$ cat config.mk
export PLATFORM = sky130hd
export DESIGN_NAME = seq_signed_divider_flat
export DESIGN_NICKNAME = d
export VERILOG_FILES = /design/src/rtl/seq_signed_divider_pkg.sv /design/src/rtl/seq_signed_divider_if.sv /design/src/rtl/seq_signed_divider_step.sv /design/src/rtl/seq_signed_divider.sv /design/src/flat_wrapper.sv
export SDC_FILE = /design/constraint.sdc
export NUM_CORES = 1
export LEC_CHECK = 0
export ABC_AREA = 1
export CAP_MARGIN = 15
export CORE_AREA = 2 2 55 68
export DETAILED_ROUTE_END_ITERATION = 7
export DIE_AREA = 0 0 57 70
export DONT_BUFFER_PORTS = 1
export GPL_TIMING_DRIVEN = 0
export HOLD_SLACK_MARGIN = 0.15
export PLACE_DENSITY = 0.75
export SLEW_MARGIN = 25
export SYNTH_ARGS = -nofsm -noshare
export SYNTH_HDL_FRONTEND = slang
export SYNTH_SLANG_ARGS = --single-unit
export TNS_END_PERCENT = 1
$ cat constraint.sdc
create_clock -name clk -period 1.83 [get_ports clk]
set_input_delay 0.366 -clock clk [delete_from_list [all_inputs] [get_ports clk]]
set_output_delay 0.366 -clock clk [all_outputs]
set_load 0.02 [all_outputs]
$ cat src/rtl/seq_signed_divider_pkg.sv
// Shared arithmetic package: default operand widths and the divider FSM encoding.
// The width constants match the Booth multiplier and adder datapath.
package seq_signed_divider_pkg;

  localparam int DIV_DW = 6;
  localparam int DIV_VW = 3;

  typedef enum logic [1:0] {
    S_IDLE = 2'd0,
    S_CALC = 2'd1,
    S_FIX  = 2'd2
  } div_state_e;

endpackage

$ cat src/rtl/seq_signed_divider_if.sv
// Start/busy/done bundle between a requester (master) and the divider (slave).
interface seq_signed_divider_if
  import seq_signed_divider_pkg::*;
#(
  parameter int DW = DIV_DW,
  parameter int VW = DIV_VW
);

  // Handshake: start is sampled only while the divider is idle; operands are captured on
  // that edge. busy stays high until the edge that raises done; done is a one-cycle pulse
  // and quotient/remainder/div_zero/overflow are valid from it until the next result.
  logic          start;
  logic [DW-1:0] dividend;
  logic [VW-1:0] divisor;
  logic          busy;
  logic          done;
  logic [DW-1:0] quotient;
  logic [VW-1:0] remainder;
  logic          div_zero;
  logic          overflow;

  modport master (
    output start, dividend, divisor,
    input  busy, done, quotient, remainder, div_zero, overflow
  );

  modport slave (
    input  start, dividend, divisor,
    output busy, done, quotient, remainder, div_zero, overflow
  );

endinterface

$ cat src/rtl/seq_signed_divider_step.sv
// One restoring-division step on magnitudes: shift in a dividend bit, compare, subtract.
module div_restore_step #(
  parameter int VW = 3
) (
  input  logic [VW-1:0] part,
  input  logic          bit_in,
  input  logic [VW-1:0] dsr,
  output logic [VW-1:0] part_next,
  output logic          q_bit
);

  logic [VW:0] shifted;
  logic [VW:0] diff;

  // The shifted value needs VW+1 bits; after the conditional subtract it is < dsr again.
  assign shifted   = {part, bit_in};
  assign diff      = shifted - {1'b0, dsr};
  assign q_bit     = (shifted >= {1'b0, dsr});
  assign part_next = q_bit ? diff[VW-1:0] : shifted[VW-1:0];

endmodule

$ cat src/rtl/seq_signed_divider.sv
// Multi-cycle signed restoring divider: one quotient bit per clock, signs fixed up at the end.
module seq_signed_divider
  import seq_signed_divider_pkg::*;
#(
  parameter int DW = DIV_DW,
  parameter int VW = DIV_VW
) (
  input  logic                  clk,
  input  logic                  rst,
  seq_signed_divider_if.slave   bus,
  output div_state_e            state_dbg
);

  localparam int CW = $clog2(DW);

  div_state_e    state;
  logic [CW-1:0] cnt;
  logic [DW-1:0] dvd_mag;
  logic [DW-1:0] q_mag;
  logic [VW-1:0] dsr_mag;
  logic [VW-1:0] part;
  logic [VW-1:0] part_nxt;
  logic          q_bit;
  logic          neg_dvd;
  logic          neg_q;
  logic          dz;
  logic [DW-1:0] dvd_abs;
  logic [VW-1:0] dsr_abs;

  logic          busy_r;
  logic          done_r;
  logic [DW-1:0] quot_r;
  logic [VW-1:0] rem_r;
  logic          dz_r;
  logic          ov_r;

  // Magnitudes are unsigned, so |-2^(N-1)| = 2^(N-1) still fits in N bits.
  assign dvd_abs = bus.dividend[DW-1] ? -bus.dividend : bus.dividend;
  assign dsr_abs = bus.divisor[VW-1]  ? -bus.divisor  : bus.divisor;

  div_restore_step #(.VW(VW)) u_step (
    .part      (part),
    .bit_in    (dvd_mag[DW-1]),
    .dsr       (dsr_mag),
    .part_next (part_nxt),
    .q_bit     (q_bit)
  );

  always_ff @(posedge clk or posedge rst) begin
    if (rst) begin
      state   <= S_IDLE;
      cnt     <= '0;
      dvd_mag <= '0;
      q_mag   <= '0;
      dsr_mag <= '0;
      part    <= '0;
      neg_dvd <= 1'b0;
      neg_q   <= 1'b0;
      dz      <= 1'b0;
      busy_r  <= 1'b0;
      done_r  <= 1'b0;
      quot_r  <= '0;
      rem_r   <= '0;
      dz_r    <= 1'b0;
      ov_r    <= 1'b0;
    end else begin
      done_r <= 1'b0;
      case (state)
        S_IDLE: begin
          if (bus.start) begin
            dvd_mag <= dvd_abs;
            dsr_mag <= dsr_abs;
            neg_dvd <= bus.dividend[DW-1];
            neg_q   <= bus.dividend[DW-1] ^ bus.divisor[VW-1];
            dz      <= (bus.divisor == '0);
            q_mag   <= '0;
            part    <= '0;
            cnt     <= CW'(DW - 1);
            busy_r  <= 1'b1;
            state   <= (bus.divisor == '0) ? S_FIX : S_CALC;
          end
        end
        S_CALC: begin
          part    <= part_nxt;
          q_mag   <= {q_mag[DW-2:0], q_bit};
          dvd_mag <= {dvd_mag[DW-2:0], 1'b0};
          cnt     <= cnt - CW'(1);
          if (cnt == '0) state <= S_FIX;
        end
        S_FIX: begin
          if (dz) begin
            quot_r <= '1;
            rem_r  <= '0;
            dz_r   <= 1'b1;
            ov_r   <= 1'b0;
          end else begin
            quot_r <= neg_q ? -q_mag : q_mag;
            rem_r  <= neg_dvd ? -part : part;
            dz_r   <= 1'b0;
            // A positive quotient with its top bit set can only be -2^(DW-1) / -1.
            ov_r   <= ~neg_q & q_mag[DW-1];
          end
          done_r <= 1'b1;
          busy_r <= 1'b0;
          state  <= S_IDLE;
        end
        default: state <= S_IDLE;
      endcase
    end
  end

  assign bus.busy      = busy_r;
  assign bus.done      = done_r;
  assign bus.quotient  = quot_r;
  assign bus.remainder = rem_r;
  assign bus.div_zero  = dz_r;
  assign bus.overflow  = ov_r;
  assign state_dbg     = state;

endmodule
$ cat src/flat_wrapper.sv
// flat-port wrapper written by rule: the top's interface ports become plain ports
module seq_signed_divider_flat import seq_signed_divider_pkg::*;
#(
  parameter int DW = DIV_DW,
  parameter int VW = DIV_VW
)
  (clk, rst, state_dbg, bus_start, bus_dividend, bus_divisor, bus_busy, bus_done, bus_quotient, bus_remainder, bus_div_zero, bus_overflow);
  seq_signed_divider_if #(.DW(DW), .VW(VW)) bus_i ();
  input  logic clk;
  input  logic rst;
  output div_state_e state_dbg;
  input wire logic [$bits(bus_i.start)-1:0] bus_start;
  input wire logic [$bits(bus_i.dividend)-1:0] bus_dividend;
  input wire logic [$bits(bus_i.divisor)-1:0] bus_divisor;
  output wire logic [$bits(bus_i.busy)-1:0] bus_busy;
  output wire logic [$bits(bus_i.done)-1:0] bus_done;
  output wire logic [$bits(bus_i.quotient)-1:0] bus_quotient;
  output wire logic [$bits(bus_i.remainder)-1:0] bus_remainder;
  output wire logic [$bits(bus_i.div_zero)-1:0] bus_div_zero;
  output wire logic [$bits(bus_i.overflow)-1:0] bus_overflow;
  assign bus_i.start = bus_start;
  assign bus_i.dividend = bus_dividend;
  assign bus_i.divisor = bus_divisor;
  assign bus_busy = bus_i.busy;
  assign bus_done = bus_i.done;
  assign bus_quotient = bus_i.quotient;
  assign bus_remainder = bus_i.remainder;
  assign bus_div_zero = bus_i.div_zero;
  assign bus_overflow = bus_i.overflow;
  seq_signed_divider #(.DW(DW), .VW(VW)) u_core (.clk(clk), .rst(rst), .bus(bus_i), .state_dbg(state_dbg));
endmodule
==> impl_metrics.toml, run 1 <==
[status]
status = "finished clean"

[grt]
overflow = 0
antenna_found_initial = 0
grt_max_degree = 25
grt_pass1_wl_mm = 5.88
first_global_vias = 1396
track_usage = 0.188

[pwr]
power.density_mw_per_mm2 = 1810
power.leakage_uw = 0.00108
ir_drop_mv = 1.12
p_switching_uw = 1670
pwr-share-clk = 0.183
power.total_uw = 3960
internal-power_uw = 2290
pwr-share-comb = 0.405
seq_power_share = 0.411
p_sw_frac = 0.423

[hold_path]
holdCritStartpoint = "bus_dividend[5]"
hold_path_end = "u_core.neg_dvd"
hold_path_class = "primary input to register"
min_path_cells = 2

[timing]
holdWs_ns = 0.239
period_minus_slack_ns = 1.71
finalHoldViolations = 0
max-slew-margin-rel = 0.719
setup_slack_ns = 0.122
maxSlewViolCount = 0
rsz0062_at_grt = "no"
fin_setup_tns_ns = 0
finalCritPeriodShare = 0.933
setup_viol = 0
fmax_mhz = 585
tightest_slew_ns = 0.422
fin_worst_skew_ns = 0.00596

[critical_path]
r2r_slack_ns = 0.12
critPathMaxStageDelay_ns = 0.40
r2r-end = "u_core.part[0]"
cp.required_ns = 1.99
r2r_start = "u_core.dvd_mag[5]"
critPathLaunchType = "register"
worst_path_most_repeated_cell = "nand2_1"
cp_max_fo = 7
crit_path_cell_trace = "inv_1 -> ha_1 -> fa_1 -> inv_1 -> nand2_1 -> nand3_1 -> nand2_1 -> nand2_1 -> o22ai_1"
timing.critical_path.to_type = "register"
crit_family = "adder cells"
crit_path_top_delay_cell = "fa_1"
reg2reg_depth = 9
critPathKind = "register to register"
worstPathArrival_ns = 1.87
path_buf_inv = 2

[synth]
ys_seq_area_frac = 0.491
syn_area_per_cell_um2 = 8.79
synthCells = 226
synthDistinctLibCells = 32
synth_seq_cells = 39
synthesis.nets = 248
yosys_warnings = 0
synthesis.area_mm2 = 0.00199

[cts]
cts.sink_count = 39
post_cts_resized = 0
root_buffer = "clkbuf_8"
clk_pin_slew_worst_paths_ns = 0.08
cts_tree = "built"
cts_max_level = 2
clkLatencyLatePin_ns = 0.28
cts_buffers = 5
holdBufCountCts = 1
max-clock-path-buffers = 2
cts_setup_buffers = 0

[cells_and_area]
final_common_cell = "nand2_1"
nets = 257
multi_input_area_um2 = 821
seqCellArea_um2 = 976
layout-drive-gt1-share = 0.123
mostFrequentLayoutCells = "nand2_1 (45), dfrtp_1 (39), inv_1 (33), nor2_1 (17), nand3_1 (16)"
fillers = 308
fin_util = 0.640
areaGrowthSynthToFinish_pct = 10.3
num_antenna_cells = 0

[floorplanning]
ios = 27
die-area_mm2 = 0.00399
num_rows = 24
die-height_um = 70
die_x_um = 57
start_util = 0.580
core_area_mm2 = 0.00342

[drt]
post_drt_wl_per_cell_um = 12.7
vias_per_cell = 5.40
drt-initial-drc-count = 33
drc = 0
num_vias = 1485
dr.pass1.iters = 4
wirelength_mm = 3.48
ant_nets = 0

[place]
io_buffers = 0
hpwlAfterDp_mm = 2.66
dpl_worst_slack_ns = 0.170
place.gp.congestion = 0.794

[run]
drv_cap = 0
## how the worst max path moves through the flow
| stage | startpoint | to | slack [ns] | cells after the start |
|---|---|---|---|---|
| floorplan | u_core.dvd_mag[5] | u_core.part[2] | 0.29 | 9 |
| global placement | rst | u_core.dvd_mag[1] | 0.17 | 1 |
| detailed placement | u_core.dvd_mag[5] | u_core.part[0] | 0.17 | 9 |
| CTS | u_core.dvd_mag[5] | u_core.part[0] | 0.12 | 9 |
| global route | u_core.dvd_mag[5] | u_core.part[0] | 0.001 | 9 |
| finish | u_core.dvd_mag[5] | u_core.part[0] | 0.12 | 9 |
## power groups by stage
stage / logic [uW] / registers (uW) / clock network, uW
final: 1610 / 1630 / 726
after floorplan: 1330 / 1590 / 0
after global placement: 1570 / 1630 / 0
after detailed placement: 1610 / 1650 / 0
after global routing: 1860 / 1690 / 763
after CTS: 1630 / 1630 / 740
## cells in the mapped netlist, drive strengths merged
library cell,instances,share of area
or2,1,0.0032
o22ai,9,0.028
nand2,48,0.099
nor3,1,0.0025
ha,9,0.057
o211ai,2,0.0076
dfrtp,39,0.49
a31oi,1,0.0032
o21a,1,0.0038
inv,38,0.074
a21oi,6,0.015
clkinv,1,0.0025
nor2,22,0.060
nand3,16,0.040
xor2,2,0.0088
a22oi,2,0.010
a211oi,1,0.0063
buf,3,0.017
clkbuf,1,0.0019
nand4,2,0.0063
o31ai,1,0.0038
fa,1,0.010
o21ai,19,0.048
## sequential cells by signal, summed over array words and instances (netlist names)
| name | cells |
|---|---|
| u_core.bus.busy | 1 |
| u_core.bus.div_zero | 1 |
| u_core.bus.done | 1 |
| u_core.bus.overflow | 1 |
| u_core.bus.quotient | 6 |
| u_core.bus.remainder | 3 |
| u_core.cnt | 3 |
| u_core.dsr_mag | 3 |
| u_core.dvd_mag | 6 |
| u_core.dz | 1 |
| u_core.neg_dvd | 1 |
| u_core.neg_q | 1 |
| u_core.part | 3 |
| u_core.q_mag | 6 |
| u_core.state_dbg | 2 |
## area by class of cell
type | instances | area share
clock inverter | 2 | 0.0160
clock buffer | 6 | 0.0377
inverter | 39 | 0.0697
multi-input combinational | 144 | 0.375
timing repair buffer | 2 | 0.0171
buffer | 4 | 0.0171
tap | 39 | 0.0223
sequential | 39 | 0.445
## metrics by stage
step                      std cells  area (um^2)
after floorplan                 226         1990
after global placement          265         2040
after detailed placement        266         2060
after CTS                       275         2190
after global routing            275         2190
final                           275         2190
## metal layers
metal	wire length, um	GRT usage	vias to the layer above
li1	-	-	748
met1	1450	0.217	684
met2	1790	0.328	48
met3	194	0.0463	5
met4	40	0.0749	0
met5	0	0	-
## logic make-up (layout without fill, tap and decap cells)
logic type / count (synthesis) / after routing / synth area share
buffers and inverters: 43 / 53 / 0.0957
and+or+nand+nor: 90 / 90 / 0.212
adders and majority gates: 10 / 10 / 0.0668
xor gates and xnor gates: 2 / 2 / 0.00882
AOI/OAI and AO/OA: 42 / 42 / 0.126
DFF: 39 / 39 / 0.491
(Power assumes the default switching activity.)
==> inputs of run 2 (changes only) <==
--- a/config.mk
+++ b/config.mk
@@ -7,13 +7,13 @@
 export LEC_CHECK = 0
 export ABC_AREA = 1
 export CAP_MARGIN = 15
-export CORE_AREA = 2 2 55 68
+export CORE_AREA = 2 2 58 71
 export DETAILED_ROUTE_END_ITERATION = 7
-export DIE_AREA = 0 0 57 70
+export DIE_AREA = 0 0 60 73
 export DONT_BUFFER_PORTS = 1
 export GPL_TIMING_DRIVEN = 0
 export HOLD_SLACK_MARGIN = 0.15
-export PLACE_DENSITY = 0.75
+export PLACE_DENSITY = 0.72
 export SLEW_MARGIN = 25
 export SYNTH_ARGS = -nofsm -noshare
 export SYNTH_HDL_FRONTEND = slang
==> constraint.sdc (replaced) <==
create_clock -name clk -period 1.5 [get_ports clk]
set_input_delay 0.3 -clock clk [delete_from_list [all_inputs] [get_ports clk]]
set_output_delay 0.3 -clock clk [all_outputs]
set_load 0.02 [all_outputs]
==> run 2 against run 1 <==
Net effect:
- design area up 2.1%
- critical path depth unchanged
- sequential power up 21%
- wire length up 4.0%
- highest routed layer unchanged
- largest cell class unchanged
==> impl_metrics.toml, run 2 (synthesized netlist as in run 1, its figures left out) <==
[floorplanning]
die-area_mm2 = 0.00438
start_util = 0.525
die-height_um = 73
num_rows = 25
core_area_mm2 = 0.00378
die_x_um = 60
ios = 27

[cells_and_area]
layout-drive-gt1-share = 0.176
mostFrequentLayoutCells = "nand2_1 (40), dfrtp_1 (37), inv_1 (32), nor2_1 (17)"
seqCellArea_um2 = 978
areaGrowthSynthToFinish_pct = 12.5
fillers = 346
fin_util = 0.591
nets = 260
final_common_cell = "nand2_1"
design_area_mm2 = 0.00224
multi_input_area_um2 = 857
num_antenna_cells = 0

[drt]
num_vias = 1507
drt-initial-drc-count = 71
post_drt_wl_per_cell_um = 12.4
dr.pass1.iters = 4
wirelength_mm = 3.62
drc = 0
vias_per_cell = 5.16
ant_nets = 0

[pwr]
power.leakage_uw = 0.00107
ir_drop_mv = 0.901
seq_power_share = 0.406
internal-power_uw = 2730
p_switching_uw = 2150
pwr-share-comb = 0.448
power.density_mw_per_mm2 = 2180
p_sw_frac = 0.441
pwr-share-clk = 0.145

[critical_path]
critPathMaxStageDelay_ns = 0.37
crit_path_cell_trace = "inv_1 -> ha_2 -> fa_2 -> inv_2 -> nand2_2 -> nand3_4 -> nand2_2 -> nand2_2 -> o22ai_2"
r2r-end = "u_core.part[0]"
crit_path_top_delay_cell = "fa_2"
worstPathArrival_ns = 1.63
path_buf_inv = 2
critPathLaunchType = "register"
r2r_start = "u_core.dvd_mag[5]"
worst_path_most_repeated_cell = "nand2_2"
crit_family = "adder cells"
cp.required_ns = 1.67
critPathKind = "register to register"
timing.critical_path.to_type = "register"
reg2reg_depth = 9
cp_max_fo = 7
r2r_slack_ns = 0.04

[cts]
max-clock-path-buffers = 2
cts_buffers = 5
cts_tree = "built"
clkLatencyLatePin_ns = 0.29
cts_max_level = 2
root_buffer = "clkbuf_8"
cts.sink_count = 39
clk_pin_slew_worst_paths_ns = 0.07

[timing]
rsz0062_at_grt = "yes"
fin_worst_skew_ns = 0.00374
fin_setup_tns_ns = 0
finalHoldViolations = 0
setup_slack_ns = 0.0427
setup_viol = 0
tightest_slew_ns = 0.306
finalCritPeriodShare = 0.972
period_minus_slack_ns = 1.46
maxSlewViolCount = 0
fmax_mhz = 686
max-slew-margin-rel = 0.796

[place]
place.gp.congestion = 0.891
io_buffers = 0
dpl-instance-area_mm2 = 0.00208
hpwlAfterDp_mm = 2.69
dpl_worst_slack_ns = -0.0798

[grt]
grt_pass1_wl_mm = 6.29
grt_max_degree = 28
track_usage = 0.194
overflow = 0
first_global_vias = 1467
antenna_found_initial = 0

[hold_path]
hold_path_end = "u_core.dsr_mag[2]"
min_path_cells = 2
hold_path_class = "primary input to register"
holdCritStartpoint = "bus_divisor[2]"

[status]
status = "finished clean"

[run]
drv_cap = 0
-- run 2: cell count changes in the layout (fill, tap and decap cells not counted), sizes merged --
cell	change
bufinv	-1
buf	+2
dlygate4sd3	+1
-- run 2: worst max path at each step --
stage	start	endpoint	slack (ns)	cells after the start
2_1_floorplan	u_core.dvd_mag[5]	u_core.part[2]	0.02	9
3_3_place_gp	rst	u_core.dvd_mag[1]	-0.12	1
3_5_place_dp	u_core.dvd_mag[5]	u_core.part[2]	-0.08	9
4_1_cts	u_core.dvd_mag[5]	u_core.part[0]	0.01	9
5_1_grt	u_core.dvd_mag[5]	u_core.part[0]	-0.05	9
6_report	u_core.dvd_mag[5]	u_core.part[0]	0.04	9
-- run 2: routing by layer --
| layer | routed length, um | track usage | vias up |
|---|---|---|---|
| met1 | 1590 | 0.238 | 716 |
| met4 | 59 | 0.0840 | 0 |
| met5 | 0 | 0 | - |
| met2 | 1810 | 0.310 | 34 |
| li1 | - | - | 751 |
| met3 | 159 | 0.0603 | 6 |
-- run 2: layout make-up --
type / instances / share of cell area
Clock buffer: 6 / 0.0369
Clock inverter: 1 / 0.00224
Inverter: 39 / 0.0683
Buffer: 4 / 0.0168
Timing Repair Buffer: 5 / 0.0246
Tap cell: 54 / 0.0302
Multi-Input combinational cell: 144 / 0.383
Sequential cell: 39 / 0.438
-- run 2: timing repair --
| action | CTS | global route |
|---|---|---|
| pin swaps | 1 | 1 |
| hold endpoints to repair | 40 | 0 |
| endpoints found under the setup margin | 6 | 10 |
| gates resized for setup | 3 | 9 |
| hold buffers | 2 | 0 |
| buffers inserted | 2 | 0 |
-- run 2: power groups by stage --
stage          clock network, uW  logic, uW  registers, uW
2_1_floorplan                  0       1650           1940
3_3_place_gp                   0       1930           1990
3_5_place_dp                   0       1990           2010
4_1_cts                      734       2100           1990
5_1_grt                      778       2540           2040
6_report                     709       2190           1980
-- run 2: stage by stage --
stage,power (uW),cells,hold slack (ns)
4_1_cts,4820,292,0.170
3_3_place_gp,3920,280,0.429
5_1_grt,5360,292,0.187
2_1_floorplan,3590,226,0.421
6_report,4880,292,0.171
3_5_place_dp,4000,281,0.157
